File: src/rtl/evo_circuit_test_sequencer.sv
// Sweeps every input pattern of an evolved async circuit, lets it settle, then counts
// synchronized output toggles over a fixed window. Optional macro: HIGH_TIME_COUNT_EN (res_high).
module evo_circuit_test_sequencer #(
    parameter int IN_WIDTH      = 2,
    parameter int SETTLE_CYCLES = 16,
    parameter int WINDOW_CYCLES = 256,
    parameter int CNT_WIDTH     = 16
) (
    input  logic                 clk,
    input  logic                 rst_n,
    input  logic                 start,
    input  logic                 abort,
    output logic                 busy,
    output logic                 done,
    output logic [IN_WIDTH-1:0]  dut_in,
    input  logic                 dut_out,
    output logic                 res_valid,
    input  logic                 res_ready,
    output logic [IN_WIDTH-1:0]  res_pattern,
    output logic [CNT_WIDTH-1:0] res_toggles,
`ifdef HIGH_TIME_COUNT_EN
    output logic [CNT_WIDTH-1:0] res_high,
`endif
    output logic                 res_level
);
    localparam int TMAX = (SETTLE_CYCLES > WINDOW_CYCLES) ? SETTLE_CYCLES : WINDOW_CYCLES;
    localparam int CW   = $clog2(TMAX + 1);

    typedef enum logic [1:0] {IDLE, SETTLE, MEASURE, REPORT} state_t;

    state_t               state, state_d;
    logic [1:0]           sync_ff;
    logic                 sync, prev;
    logic [CW-1:0]        cnt;
    logic [IN_WIDTH-1:0]  pattern;
    logic [CNT_WIDTH-1:0] toggles, tog_nxt;
    logic                 handshake, last_pat;
`ifdef HIGH_TIME_COUNT_EN
    logic [CNT_WIDTH-1:0] high, high_nxt;
`endif

    assign sync      = sync_ff[1];
    assign busy      = (state != IDLE);
    assign res_valid = (state == REPORT);
    assign dut_in    = pattern;
    assign handshake = res_valid && res_ready;
    assign last_pat  = &pattern;

    // The first window cycle only seeds prev; counts saturate instead of wrapping.
    assign tog_nxt = toggles + CNT_WIDTH'((cnt != '0) && (sync != prev) && (toggles != '1));
`ifdef HIGH_TIME_COUNT_EN
    assign high_nxt = high + CNT_WIDTH'(sync && (high != '1));
`endif

    always_ff @(posedge clk or negedge rst_n) begin
        if (!rst_n) state <= IDLE;
        else        state <= state_d;
    end

    always_comb begin
        state_d = state;
        if (abort) begin
            state_d = IDLE;
        end else begin
            case (state)
                IDLE:    if (start) state_d = SETTLE;
                SETTLE:  if (cnt == CW'(SETTLE_CYCLES)) state_d = MEASURE;
                MEASURE: if (cnt == CW'(WINDOW_CYCLES - 1)) state_d = REPORT;
                REPORT:  if (handshake) state_d = last_pat ? IDLE : SETTLE;
                default: state_d = IDLE;
            endcase
        end
    end

    always_ff @(posedge clk or negedge rst_n) begin
        if (!rst_n) begin
            sync_ff     <= '0;
            prev        <= 1'b0;
            cnt         <= '0;
            pattern     <= '0;
            toggles     <= '0;
            done        <= 1'b0;
            res_pattern <= '0;
            res_toggles <= '0;
            res_level   <= 1'b0;
`ifdef HIGH_TIME_COUNT_EN
            high        <= '0;
            res_high    <= '0;
`endif
        end else begin
            sync_ff <= {sync_ff[0], dut_out};
            done    <= 1'b0;
            if (state_d != state)
                cnt <= '0;
            else if (state == SETTLE || state == MEASURE)
                cnt <= cnt + 1'b1;
            case (state)
                SETTLE: begin
                    toggles <= '0;
`ifdef HIGH_TIME_COUNT_EN
                    high    <= '0;
`endif
                end
                MEASURE: begin
                    prev    <= sync;
                    toggles <= tog_nxt;
`ifdef HIGH_TIME_COUNT_EN
                    high    <= high_nxt;
`endif
                    if (state_d == REPORT) begin
                        res_pattern <= pattern;
                        res_toggles <= tog_nxt;
                        res_level   <= sync;
`ifdef HIGH_TIME_COUNT_EN
                        res_high    <= high_nxt;
`endif
                    end
                end
                REPORT: if (handshake && !abort && last_pat) done <= 1'b1;
                default: ;
            endcase
            if (state_d == IDLE)
                pattern <= '0;
            else if (state == REPORT && state_d == SETTLE)
                pattern <= pattern + 1'b1;
        end
    end
endmodule

File: config.mk
export PLATFORM = sky130hd
export DESIGN_NAME = evo_circuit_test_sequencer
export DESIGN_NICKNAME = d
export VERILOG_FILES = /design/src/rtl/evo_circuit_test_sequencer.sv
export SDC_FILE = /design/constraint.sdc
export NUM_CORES = 1
export LEC_CHECK = 0
export CAP_MARGIN = 20
export CORE_ASPECT_RATIO = 1.2
export CORE_MARGIN = 4
export CORE_UTILIZATION = 48
export DETAILED_ROUTE_END_ITERATION = 8
export DONT_BUFFER_PORTS = 1
export GPL_TIMING_DRIVEN = 0
export PLACE_DENSITY = 0.66
export SLEW_MARGIN = 0
export SYNTH_ARGS = -nofsm -noshare
export SYNTH_HDL_FRONTEND = slang
export SYNTH_SLANG_ARGS = --single-unit
File: constraint.sdc
create_clock -name clk -period 2.85 [get_ports clk]
set_clock_uncertainty 0.15 [all_clocks]
set_input_delay 0.4275 -clock clk [delete_from_list [all_inputs] [get_ports clk]]
set_output_delay 0.4275 -clock clk [all_outputs]
set_load 0.05 [all_outputs]
Yosys cells after proc, flatten, opt, wreduce, memory -nomap -nowiden
Index checks and enable logic that the tools add are counted.
{"block": "classes", "addsub": 3, "n_eq_ne": 10, "mux": 14, "n_reduce_logical": 17}
{"op": "$pmux 16 s2", "count": 1}
{"op": "$mux 9", "count": 2}
{"op": "$add 16x1->16", "count": 1}
{"op": "$ne 16x16->1 const B", "count": 1}
{"op": "$mux 2", "count": 7}
{"op": "$add 9x1->9 const B", "count": 1}
{"op": "$eq 9x5->1 const B", "count": 1}
{"op": "$eq 9x8->1 const B", "count": 1}
{"op": "$reduce_bool 9->1", "count": 1}
{"op": "$pmux 2 s4", "count": 1}
{"op": "$reduce_bool 2->1", "count": 4}
{"op": "$eq 2x2->1 const B", "count": 3}
{"op": "$logic_and 1x1->1", "count": 6}
{"op": "$eq 2x1->1 const B", "count": 2}
{"op": "$logic_not 2->1", "count": 2}
{"op": "$reduce_and 2->1", "count": 2}
{"op": "$mux 1", "count": 3}
{"op": "$add 2x1->2 const B", "count": 1}
{"op": "$ne 2x2->1", "count": 1}
{"op": "$logic_not 1->1", "count": 1}
{"op": "$logic_or 1x1->1", "count": 1}
{"op": "$ne 1x1->1", "count": 1}
{"block": "totals", "regBits": 52, "in_bits": 6, "out_inout_bits": 24, "wordCells": 54}

Depth between registers and ports, before layout
{"block": "logic_depth", "depth_word": 9, "depth_mapped": 12, "depth_no_buf": 12}

Worst setup path before layout
Ideal clock, no wire load.
{"block": "synth_path", "path_type": "flip-flop to flip-flop", "from": "register cnt[2]", "to": "register res_toggles[12]", "setup_ns": 0.125, "arrival_time_ns": 2.875, "required_time_ns": 2.575, "setup_slack_ns": -0.299, "path_stages_with_launch": 11, "path_buffers": 0, "synth_period_minus_slack_ns": 3.149, "cell_sequence": "dfrtp_1 or4_4 or4b_2 o21ai_0 a21oi_1 ha_1 ha_1 nand3_1 or3_1 xnor2_1 mux2_2"}
{"block": "synth_via", "elab_chain_cells": 6, "word_cells_on_any_way": 12, "classes_between": "1 x add/sub; 3 x eq/ne; 4 x mux; 4 x reduce/logical"}
{"item": "from (decl)", "line_no": "34", "rtl": "logic [CW-1:0] cnt;"}
{"item": "from (signal assigned)", "line_no": "96", "rtl": "cnt <= cnt + 1'b1;"}
{"item": "parallel branches: the longest is 6 deep, another holds $add 16x1->16"}
{"item": "to (signal assigned)", "line_no": "112", "rtl": "res_toggles <= tog_nxt;"}
{"item": "to (decl)", "line_no": "20", "rtl": "output logic [CNT_WIDTH-1:0] res_toggles,"}
Parallel ways; which one is timed is not known.
A chain may end at the register's enable or synchronous reset.

Worst setup path in the final report
{"block": "layout_path", "from": "register cnt[3]", "to": "register res_toggles[15]"}
Same word-level chain as after synthesis.

==> flow_summary.toml <==
[outcome]
status = "finished, violations left"
violations = "negative setup slack"

[drt]
ant_nets = 0
viasPerCell = 5.635
first_iter_violations = 148
routed_wl_um = 5946
drt_first_pass_iters = 4
wl_per_cell_um = 16.43
drc_errors = 0
dr_total_vias = 2040

[sta]
max_freq_ghz = 0.3470
slew_violations = 0
setup_viol = 2
post-route-period-util_pct = 101.1
fin_hold_ws_ns = 0.02981
worst_slack_ns = -0.03199
hold_viol = 0
period_minus_slack_ns = 2.882
max_slew_margin_pct = 61.88
finalSetupTns_ns = -0.03238
tightest_slew_ns = 0.5718
rsz0062_at_grt = "true"

[floorplan]
die_area_um2 = 7110
start_util_pct = 49.29
rows = 30
die_w_um = 77.65
coreArea_um2 = 5668
die_h_um = 91.58
io_pins = 30

[yosys]
async_flop_share_pct = 100.0
synth_cell_types = 45
synth_area_um2 = 2794
ys_ff_latch = 52
syn_area_per_cell_um2 = 10.79
ys.flop_type = "dfrtp_1"
synth_nets = 277
synth-edff-count = 0
ys_seq_area_share_pct = 46.57
yosys_warnings = 0
synth_cells = 259

[layout]
syn_to_final_growth_pct = 19.79
fin_cells = 362
diodes = 0
nNetsFinal = 302
drive_gt1_share_pct = 28.01

[clock_tree]
cts_buffers = 5
path_clk_slew_ns = 0.09
htreeDepth = 2
cts_tree = "done"
cts-root-buf = "clkbuf_8"
clock_sinks = 52
clock_path_buffers = 2
clkLatencyLatePin_ns = 0.30

[power_and_ir_drop]
p_leak_uw = 0.001434
p_sw_uw = 1019
intPower_uw = 1338
switching_share_pct = 43.24
pwr_density_cell_nw_per_um2 = 704.2
power_frac_seq_pct = 41.4
ir_worst_vdd_uv = 627.1
p_comb_share_pct = 42.0
p_clk_share_pct = 16.6

[grt]
grt-ovfl-total = 0
grt_max_degree = 53
use_met2_pct = 29.93
grtUsageTotal_pct = 17.36
globalRouteMet1Util_pct = 21.89
first_global_vias = 2089
met3_usage_pct = 3.373
grt_pass1_wl_um = 10010
grt_antenna_before_repair = 0
grt.busiest_layer = "met2"

[place]
dp_hpwl_um = 3904
gp_congestion = 0.8426
dp.cells = 339
io_buffers = 0

[critical_path]
rr_worst_depth = 10
cp_num_buf_inv = 0
path_max_fanout = 6
end_kind = "flip-flop"
reg2reg_from = "cnt[3]"
arrival_ns = 2.92
crit_slowest_cell = "or4_4"
start_kind = "flip-flop"
critical-path-top-delay-family = "simple AND/OR/NAND/NOR gates"
crit_path_max_incr_delay_ns = 0.54
r2r_slack_ns = -0.03
r2r-end = "res_toggles[15]"
path_cells = "or4_4 > or4b_4 > o21ai_4 > a21oi_2 > ha_4 > nand2_2 > nor3_2 > and3_1 > xor2_1 > mux2_4"
cp.required_ns = 2.89
worst-setup-path-type = "reg2reg"

[min_path]
worstHoldPathCells = 1
hp-class = "in2reg"
worst_hold_path.endpoint = "done"
min_from = "abort"

[run]
cap_viol_max_count = 0
layer usage:
layer	share of wire (%)	routed length (um)	vias up
li1	-	-	969
met1	43	2546	1028
met3	3.2	193	5
met4	1.2	70	0
met5	0	0	-
met2	53	3136	38
placed cells by master (no fill, tap or decap), types with 2 or more instances in the layout:
cell,instances
and3_4,2
dfrtp_2,2
mux2_2,7
nand2_1,14
buf_6,4
and3_1,2
inv_2,4
nor2_1,11
o31ai_1,5
nand3b_1,2
clkbuf_8,5
a22o_1,2
a31oi_1,6
buf_12,2
a21oi_1,6
xnor2_2,3
nor3_1,13
inv_1,11
ha_4,5
nand2_2,2
dfrtp_1,50
clkbuf_1,8
dlygate4sd3_1,2
xor2_1,9
nand4_1,12
mux2_4,10
o2bb2ai_1,3
o21ai_1,2
nand3_1,8
ha_1,6
xnor2_1,11
a21oi_2,3
buf_4,12
o21ai_0,8
nand2b_1,3
metrics by stage:
stage / total power [uW] / area [um^2] / setup slack [ns] / utilization (%)
floorplan: 1612 / 2843 / 0.008268 / -
finish: 2357 / 3347 / -0.03199 / 59.05
global placement: 1780 / 2943 / -0.3060 / 51.92
CTS: 2269 / 3184 / 0.01189 / 56.18
detailed placement: 1801 / 2943 / -0.3221 / 51.92
global route: 2514 / 3347 / -0.08718 / 59.05
cells in the mapped netlist, types with 8 or more instances:
master | count | area, um^2
inv_1 | 14 | 52.55
xnor2_1 | 14 | 122.6
nand2_1 | 17 | 63.81
xor2_1 | 9 | 78.83
nand3_1 | 10 | 50.05
nor2_1 | 11 | 41.29
mux2_2 | 10 | 112.6
a21oi_1 | 9 | 45.04
nand4_1 | 12 | 75.07
ha_1 | 12 | 150.1
dfrtp_1 | 52 | 1301
clkbuf_1 | 8 | 30.03
nor3_1 | 15 | 75.07
o21ai_0 | 11 | 55.05
kinds of logic after synthesis:
family | count (synthesis) | share of synthesized area (%)
xor gates and xnor gates | 23 | 7.210
buffers and inverters | 27 | 4.523
DFF | 52 | 46.57
adders and majority gates | 12 | 5.374
muxes | 18 | 8.151
and+or+nand+nor | 82 | 15.63
AOI/OAI and AO/OA | 45 | 12.54
power by group through the flow:
stage / clock [uW] / sequential (uW) / combinational, uW
after floorplan: 0 / 957 / 655
after global placement: 0 / 977 / 803
after detailed placement: 0 / 979 / 822
after CTS: 402 / 973 / 894
after global routing: 428 / 988 / 1100
final: 391 / 975 / 991
sequential cells by signal (all words and copies together) (netlist names):
name	flops
res_toggles	16
toggles	16
cnt	9
dut_in	2
res_pattern	2
state	2
sync_ff	2
done	1
prev	1
res_level	1
area by class of cell:
type,instances,area (um^2)
Tap cell,80,100.1
Clock buffer,5,68.82
Buffer,12,81.33
Multi-Input combinational cell,180,1562
Timing Repair Buffer,18,175.2
Fill cell,476,2321
Inverter,15,56.30
Sequential cell,52,1304
how the worst max path moves through the flow:
stage / from / endpoint / slack, ns / depth (start not counted)
after global routing: cnt[3] / res_toggles[15] / -0.09 / 10
after CTS: state[0] / res_toggles[14] / 0.01 / 11
after global placement: state[0] / res_toggles[14] / -0.31 / 7
after detailed placement: state[0] / cnt[8] / -0.32 / 5
after floorplan: state[0] / res_level / 0.008 / 9
final: cnt[3] / res_toggles[15] / -0.03 / 10
repair_timing:
action                                  in CTS  in global routing
pin swaps                                    7                  8
endpoints found under the setup margin      34                 30
gates resized for setup                     12                 31
endpoints found under the hold margin       53                  0
hold buffers                                 3                  0
setup buffers                               10                  5
(Power assumes the default switching activity.)
